===== src/rtl/pca_pkg.sv =====
// Shared constants and the stage-count helper for the pipelined carry adder.
package pca_pkg;

  localparam int PCA_WIDTH = 16;
  localparam int PCA_CHUNK = 4;

  function automatic int pca_stages(input int width, input int chunk);
    return (chunk > 0) ? width / chunk : 0;
  endfunction

endpackage


===== src/rtl/pipelined_carry_adder_chunk_adder.sv =====
// Combinational CHUNK-bit adder slice: {cout, sum} = a + b + cin.
module chunk_adder #(
  parameter int CHUNK = 4
) (
  input  logic [CHUNK-1:0] a,
  input  logic [CHUNK-1:0] b,
  input  logic             cin,
  output logic [CHUNK-1:0] sum,
  output logic             cout
);

  logic [CHUNK:0] total;

  assign total = {1'b0, a} + {1'b0, b} + {{CHUNK{1'b0}}, cin};
  assign sum   = total[CHUNK-1:0];
  assign cout  = total[CHUNK];

endmodule


===== src/rtl/pipelined_carry_adder.sv =====
// Ripple-carry adder split into CHUNK-bit pipeline stages with a valid/ready handshake.
// Define PCA_OVERFLOW_EN to add the registered two's-complement overflow output ovf.
module pipelined_carry_adder
  import pca_pkg::*;
#(
  parameter int WIDTH = PCA_WIDTH,
  parameter int CHUNK = PCA_CHUNK
) (
  input  logic             clk,
  input  logic             rst,
  input  logic [WIDTH-1:0] a,
  input  logic [WIDTH-1:0] b,
  input  logic             cin,
  input  logic             in_valid,
  output logic             in_ready,
  output logic [WIDTH-1:0] sum,
  output logic             cout,
`ifdef PCA_OVERFLOW_EN
  output logic             ovf,
`endif
  output logic             out_valid,
  input  logic             out_ready
);

  localparam int STAGES = pca_stages(WIDTH, CHUNK);
  // Operand registers only feed stages 1..STAGES-1; keep at least one entry.
  localparam int AW = (STAGES > 1) ? STAGES - 1 : 1;

  if (CHUNK < 1) begin : g_bad_chunk
    $error("pipelined_carry_adder: CHUNK must be at least 1");
  end else if (WIDTH % CHUNK != 0) begin : g_bad_width
    $error("pipelined_carry_adder: WIDTH must be a multiple of CHUNK");
  end

  logic             vld_q [STAGES];
  logic             cy_q  [STAGES];
  logic             cy_d  [STAGES];
  logic [WIDTH-1:0] sum_q [STAGES];
  logic [WIDTH-1:0] sum_d [STAGES];
  logic [WIDTH-1:0] a_q   [AW];
  logic [WIDTH-1:0] b_q   [AW];
  logic             adv;

`ifdef PCA_OVERFLOW_EN
  logic ovf_q;
  logic ovf_d;
`endif

  assign adv       = !(vld_q[STAGES-1] && !out_ready);
  assign in_ready  = adv;
  assign out_valid = vld_q[STAGES-1];
  assign sum       = sum_q[STAGES-1];
  assign cout      = cy_q[STAGES-1];

  for (genvar k = 0; k < STAGES; k++) begin : g_stage
    logic [CHUNK-1:0] ca;
    logic [CHUNK-1:0] cb;
    logic [CHUNK-1:0] cs;
    logic             ci;
    logic             co;
    logic [WIDTH-1:0] nxt;

    if (k == 0) begin : g_first
      assign ca = a[CHUNK-1:0];
      assign cb = b[CHUNK-1:0];
      assign ci = cin;
      always_comb begin
        nxt            = '0;
        nxt[CHUNK-1:0] = cs;
      end
    end else begin : g_rest
      assign ca = a_q[k-1][k*CHUNK +: CHUNK];
      assign cb = b_q[k-1][k*CHUNK +: CHUNK];
      assign ci = cy_q[k-1];
      // Lower chunks finished by earlier stages ride along unchanged.
      always_comb begin
        nxt                  = sum_q[k-1];
        nxt[k*CHUNK +: CHUNK] = cs;
      end
    end

    chunk_adder #(.CHUNK(CHUNK)) u_chunk (
      .a    (ca),
      .b    (cb),
      .cin  (ci),
      .sum  (cs),
      .cout (co)
    );

    assign sum_d[k] = nxt;
    assign cy_d[k]  = co;

`ifdef PCA_OVERFLOW_EN
    if (k == STAGES - 1) begin : g_ovf
      assign ovf_d = (ca[CHUNK-1] == cb[CHUNK-1]) && (cs[CHUNK-1] != ca[CHUNK-1]);
    end
`endif
  end

  always_ff @(posedge clk) begin
    if (rst) begin
      for (int k = 0; k < STAGES; k++) begin
        vld_q[k] <= 1'b0;
        cy_q[k]  <= 1'b0;
        sum_q[k] <= '0;
      end
      for (int k = 0; k < AW; k++) begin
        a_q[k] <= '0;
        b_q[k] <= '0;
      end
    end else if (adv) begin
      vld_q[0] <= in_valid;
      for (int k = 1; k < STAGES; k++) begin
        vld_q[k] <= vld_q[k-1];
      end
      for (int k = 0; k < STAGES; k++) begin
        cy_q[k]  <= cy_d[k];
        sum_q[k] <= sum_d[k];
      end
      a_q[0] <= a;
      b_q[0] <= b;
      for (int k = 1; k < AW; k++) begin
        a_q[k] <= a_q[k-1];
        b_q[k] <= b_q[k-1];
      end
    end
  end

`ifdef PCA_OVERFLOW_EN
  always_ff @(posedge clk) begin
    if (rst) begin
      ovf_q <= 1'b0;
    end else if (adv) begin
      ovf_q <= ovf_d;
    end
  end

  assign ovf = ovf_q;
`endif

endmodule

===== config.mk =====
export PLATFORM = sky130hd
export DESIGN_NAME = pipelined_carry_adder
export DESIGN_NICKNAME = d
export VERILOG_FILES = /design/src/rtl/pca_pkg.sv /design/src/rtl/pipelined_carry_adder_chunk_adder.sv /design/src/rtl/pipelined_carry_adder.sv
export SDC_FILE = /design/constraint.sdc
export NUM_CORES = 1
export LEC_CHECK = 0
export BUFFER_PORTS_ARGS = -buffer_cell sky130_fd_sc_hd__buf_2
export CAP_MARGIN = 20
export CELL_PAD_IN_SITES_DETAIL_PLACEMENT = 1
export CELL_PAD_IN_SITES_GLOBAL_PLACEMENT = 1
export CORE_UTILIZATION = 47
export DETAILED_ROUTE_END_ITERATION = 10
export PLACE_DENSITY_LB_ADDON = 0.1
export SETUP_SLACK_MARGIN = 0.4
export SYNTH_ARGS = -nofsm -noshare
export SYNTH_HDL_FRONTEND = slang
export SYNTH_SLANG_ARGS = --single-unit

===== constraint.sdc =====
create_clock -name clk -period 5.1 [get_ports clk]
set_input_delay 0.51 -clock clk [delete_from_list [all_inputs] [get_ports clk]]
set_output_delay 0.51 -clock clk [all_outputs]
set_load 0.03 [all_outputs]

==> results of run 1 <==
[sequential cells by signal, summed over array words and instances (netlist names)]
name	cells
a_q	24
b_q	24
cy_q	4
sum_q	40
vld_q	4
[cell families after synthesis]
group / share of synthesized area
AOI/OAI and AO/OA: 0.0216
muxes: 0.00719
adders and majority gates: 0.0743
buffers and inverters: 0.0444
DFF: 0.691
and+or+nand+nor: 0.160
xor gates and xnor gates: 0.00210
[layout make-up]
cell class / count / area, um^2 / area share
multi-input cells: 147 / 1110 / 0.237
repair buffers: 57 / 290 / 0.0618
clock inverters: 6 / 91.3 / 0.0194
clock buffers: 10 / 128 / 0.0271
inverters: 16 / 60.1 / 0.0128
well taps: 108 / 135 / 0.0287
flip-flops and latches: 96 / 2880 / 0.613
[placed cells by master (no fill, tap or decap), types with 6 or more instances in the layout]
master and n:
nor2_1 6, inv_1 15, fa_1 8, a21oi_1 9, nor2b_1 6, and3_1 81, clkbuf_8 9, buf_2 55
ha_1 12, edfxtp_1 96
[layer usage]
metal | up-vias | part of all wire | track usage
met1 | 1077 | 0.46 | 0.206
li1 | 1122 | - | -
met4 | 0 | 0.014 | 0.0709
met2 | 47 | 0.49 | 0.259
met3 | 7 | 0.034 | 0.0332
met5 | - | 0 | 0
[worst max-delay path by stage]
stage	slack (ns)	end	start
2_1_floorplan	1.40	a_q[0][10]	vld_q[0][3]
3_3_place_gp	2.24	a_q[0][15]	out_ready
3_5_place_dp	2.16	a_q[0][15]	out_ready
4_1_cts	2.35	b_q[0][30]	vld_q[0][3]
5_1_grt	2.17	b_q[0][30]	vld_q[0][3]
6_report	2.39	b_q[0][30]	vld_q[0][3]
[critical path: stages (launching register included)]
cell and delay [ns]:
edfxtp_1 0.43, nand2b_4 0.57, nand2b_4 0.93, buf_4 0.41
[power groups by stage]
stage          Clock (mW)  Combinational [mW]  Sequential (mW)
2_1_floorplan           0              0.0706            0.963
3_3_place_gp            0               0.118            0.948
3_5_place_dp            0               0.123            0.952
4_1_cts             0.557               0.124            0.934
5_1_grt             0.583               0.139            0.939
6_report            0.546               0.122            0.933
[Yosys cell counts]
| cell type | n | share of area |
|---|---|---|
| inv_1 | 15 | 0.013 |
| fa_1 | 8 | 0.038 |
| and3_1 | 81 | 0.12 |
| nand3_1 | 3 | 0.0036 |
| nand2b_4 | 1 | 0.0033 |
| nand2b_1 | 1 | 0.0015 |
| buf_4 | 2 | 0.0036 |
| nand3b_1 | 4 | 0.0072 |
| a21o_1 | 4 | 0.0072 |
| a21oi_1 | 9 | 0.011 |
| xnor2_1 | 1 | 0.0021 |
| nor2b_1 | 6 | 0.0090 |
| edfxtp_1 | 96 | 0.69 |
| nor3_4 | 1 | 0.0039 |
| buf_6 | 2 | 0.0054 |
| buf_8 | 1 | 0.0036 |
| mux2i_1 | 3 | 0.0072 |
| nor2_1 | 6 | 0.0054 |
| clkbuf_1 | 14 | 0.013 |
| o21ai_0 | 3 | 0.0036 |
| nor3_1 | 3 | 0.0036 |
| ha_1 | 12 | 0.036 |
| inv_2 | 1 | 0.00090 |
| buf_12 | 1 | 0.0048 |
| nand2_1 | 1 | 0.00090 |
==> metrics.csv, run 1 <==
metric,value,unit
status,completed,
Final Hold Viols,0,
layout net count,384,
Pins Over Slew Limit,0,
routability cong.,0.698,
Iteration-0 DRC Markers,128,
post-synthesis instance area,4170,um^2
Clk pwr share,0.341,
Worst-Margin Slew,1.02,ns
number of I/O port buffers,55,
Final Util,0.542,
Crit Path Class,reg -> reg,
"Data required, critical path",5.14,ns
"Design Area, Final",4700,um^2
Antenna Cells,0,
hold_ws,0.453,ns
total number of vias,2253,
FF-to-FF setup slack,2.39,ns
fraction of layout cells with a size suffix above 1,0.229,
Mapped Cells,279,
Max Fclk,369,MHz
Comb pwr share,0.076,
yosys warns,0,
Reg-to-Reg Start,vld_q[0][3],
Reg2Reg Depth,3,
Worst setup EP type,flop,
Switch Pwr,350,uW
largest net degree at the start of global routing,90,
WL final,6650,um
fill count,870,
Synth Area per Inst,15.0,um^2
Initial Util,0.481,
H-tree Lvls,3,
first-pass GRT wire length,10900,um
Final Power,1.60,mW
pre-CTS setup slack,2.16,ns
Tmin final,2.71,ns
Wirelength per Cell,15.1,um
Worst R2R End,b_q[0][30],
overall routing resource usage,0.160,
Setup crit start kind,flop,
Post-CTS Hold Buffers,0,
drt pass-1 iters,4,
setup repair bufs after CTS,0,
Max-Cap Viols,0,
final non-filler cell total,440,
post-route setup slack,2.39,ns
TritonCTS buffer count,9,
hold path endpoint,a_q[0][14],
vias per inst,5.12,
FP Rows,34,
"Area growth, synth to finish",12.6,%
PostCTS Resize Cnt,0,
vias in the first global route,2234,
Core Region,8680,um^2
DRC viols,0,
syn nets,336,
Clock Tree Root,clkbuf_8,
Placed Instances,424,
relative slew slack,0.318,
clk buf depth,2,
unrepaired setup endpoints after global routing,false,
sw frac,0.218,
clock transition at the registers of the reported paths,0.10,ns
Flop pwr share,0.583,
Final ANT Viol Nets,0,
clock sink count,96,
"Setup violations, final",0,
Final period util,0.532,
worst hold path startpoint,a[14],
DIE AREA,9260,um^2
Int Power,1.25,mW
HP Class,in -> reg,
initial antenna violation count,0,
Max IR drop VDD,172,uV
Leakage,2.26,nW
I/O pin total,56,
CP Max Fanout,89,
"flops & latches, synth",96,
TNS Setup,0,ns
power per cell area,340,nW/um^2
worst clock skew,0.0105,ns
Critical Path AT,2.76,ns
worst skew pair latency,0.36,ns
DP Area,4480,um^2
die height,96.2,um
"Distinct cells, synth",25,
Die W,96.2,um
DP Wirelength,3850,um
hold depth,2,
register area share after synthesis,0.691,
total gr overflow,0,
CTS tree,yes,
Note: power is estimated with default switching activity, not from simulation.
==> run 2, diff against run 1 <==
--- a/config.mk
+++ b/config.mk
@@ -9,7 +9,7 @@
 export CAP_MARGIN = 20
 export CELL_PAD_IN_SITES_DETAIL_PLACEMENT = 1
 export CELL_PAD_IN_SITES_GLOBAL_PLACEMENT = 1
-export CORE_UTILIZATION = 47
+export CORE_UTILIZATION = 43
 export DETAILED_ROUTE_END_ITERATION = 10
 export PLACE_DENSITY_LB_ADDON = 0.1
 export SETUP_SLACK_MARGIN = 0.4
==> constraint.sdc (replaced) <==
create_clock -name clk -period 2.3 [get_ports clk]
set_input_delay 0.23 -clock clk [delete_from_list [all_inputs] [get_ports clk]]
set_output_delay 0.23 -clock clk [all_outputs]
set_load 0.03 [all_outputs]
==> run 2 against run 1 <==
Net effect: final cell count rose by 5.9%; via count rose by 2.9%; highest routed layer unchanged; register-to-register slack got worse by 1.9 ns; clock power rose by 140%; routed wire length rose by 1.4%; worst hold slack got worse by 0.28 ns; die area rose by 9.1%; design area rose by 2.4%; global-route usage fell by 1.5 points; sequential share of layout area fell by 1.5 points.
==> metrics.csv, run 2 (same netlist as run 1, synthesis figures left out) <==
metric,value,unit
Worst setup EP type,flop,
most frequent cells in the layout,"edfxtp_1, and3_1, buf_2",
Max IR drop VDD,305,uV
Worst path slowest cell,fa_1,
"Design Area, Final",4810,um^2
relative slew slack,0.606,
HP Class,in -> reg,
Clk pwr share,0.359,
clock sink count,96,
Final ANT Viol Nets,0,
first-pass GRT wire length,11000,um
drt pass-1 iters,4,
max incr delay on CP,0.46,ns
routability cong.,0.689,
worst clock skew,0.00839,ns
CP Cell Sequence,inv_1 -> fa_1 -> fa_1 -> nor2b_2 -> buf_4 -> nor3_4,
DP Wirelength,4230,um
largest net degree at the start of global routing,62,
Post-CTS Hold Buffers,0,
"most common cell after layout, fill and taps aside",edfxtp_1,
Initial Util,0.447,
Leakage,2.31,nW
FP Rows,35,
DP Area,4560,um^2
die height,101,um
WL final,6740,um
initial antenna violation count,0,
max reg flops,40,
Die W,101,um
Max-Cap Viols,0,
clock transition at the registers of the reported paths,0.10,ns
biggest regs,"sum_q (40), a_q (24), b_q (24)",
Reg area,2880,um^2
unrepaired setup endpoints after global routing,false,
fill count,928,
Final period util,0.794,
Antenna Cells,0,
vias per inst,4.98,
CP Max Fanout,2,
TNS Setup,0,ns
total gr overflow,0,
TritonCTS buffer count,9,
Core Region,9330,um^2
clk buf depth,2,
total number of vias,2319,
Final Power,3.65,mW
worst skew pair latency,0.36,ns
hold_ws,0.173,ns
Iteration-0 DRC Markers,120,
Setup crit start kind,flop,
number of I/O port buffers,55,
DRC viols,0,
Clock Tree Root,clkbuf_8,
"Area growth, synth to finish",15.3,%
fraction of layout cells with a size suffix above 1,0.243,
Final Hold Viols,0,
Crit Path Class,reg -> reg,
I/O pin total,56,
Tmin final,1.83,ns
Crit path top cell by count,fa_1,
Final Util,0.516,
CTS tree,yes,
power per cell area,759,nW/um^2
overall routing resource usage,0.144,
"Setup violations, final",0,
status,completed,
Critical Path AT,1.92,ns
H-tree Lvls,3,
Flop pwr share,0.566,
layout net count,389,
sw frac,0.211,
Max Fclk,548,MHz
Switch Pwr,772,uW
Comb pwr share,0.075,
Wirelength per Cell,14.5,um
vias in the first global route,2225,
Multi-input gate area,1120,um^2
DIE AREA,10100,um^2
Top reg by flops,sum_q,
"Data required, critical path",2.39,ns
Worst-Margin Slew,0.589,ns
Pins Over Slew Limit,0,
Int Power,2.88,mW
## run 2: cell types whose count changed in the layout (fill, tap and decap cells not counted), sizes merged
| cell | previous run | this run |
|---|---|---|
| buf | 57 | 62 |
| bufinv | 2 | 3 |
| clkbuf | 10 | 9 |
| clkinv | 0 | 1 |
| clkinvlp | 3 | 2 |
## run 2: cell type report
cell class | count | share of cell area
clock inverter | 7 | 0.0244
tap | 129 | 0.0335
clock buffer | 9 | 0.0257
timing repair buffer | 62 | 0.0733
sequential | 96 | 0.599
multi-input combinational | 147 | 0.232
inverter | 16 | 0.0125
## run 2: layer usage
metal	track usage	wire [um]	vias to the layer above	share of wire
met5	0	0	-	0
met4	0.0602	100	0	0.015
met3	0.0277	232	9	0.034
met2	0.236	3380	49	0.50
met1	0.189	3030	1127	0.45
li1	-	-	1134	-
## run 2: critical path, delay by kind of cell (launching register included)
family / cells / cell delay (ns)
adders and majority gates: 2 / 0.88
buffers and inverters: 2 / 0.18
DFF: 1 / 0.33
and+or+nand+nor: 2 / 0.18
## run 2: timing repair
item,4_1_cts,5_1_grt
hold endpoints to repair,0,0
setup buffers,0,1
pin swaps,0,0
endpoints found under the setup margin,1,1
gates resized for setup,1,0
## run 2: path summary, 6_finish.rpt
check | slack, ns | start | depth (start not counted) | end
worst min register to register | 0.55 | sum_q[0][23] | 1 | sum_q[0][39]
worst max-delay path | 0.47 | cy_q[0][2] | 6 | sum_q[0][62]
worst max register to register | 0.47 | cy_q[0][2] | 6 | sum_q[0][62]
worst min-delay path | 0.17 | a[14] | 2 | a_q[0][14]
## run 2: through the flow
step / cells / worst slack, ns
final: 466 / 0.474
after global routing: 466 / 0.371
after CTS: 465 / 0.437
after detailed placement: 449 / 0.381
after global placement: 449 / 0.464
after floorplan: 279 / 0.272
## run 2: power by group through the flow
stage / combinational [mW] / sequential [mW] / clock [mW]
final: 0.274 / 2.07 / 1.31
after global routing: 0.310 / 2.08 / 1.40
after global placement: 0.266 / 2.10 / 0
after detailed placement: 0.278 / 2.11 / 0
after CTS: 0.281 / 2.07 / 1.34
after floorplan: 0.157 / 2.13 / 0
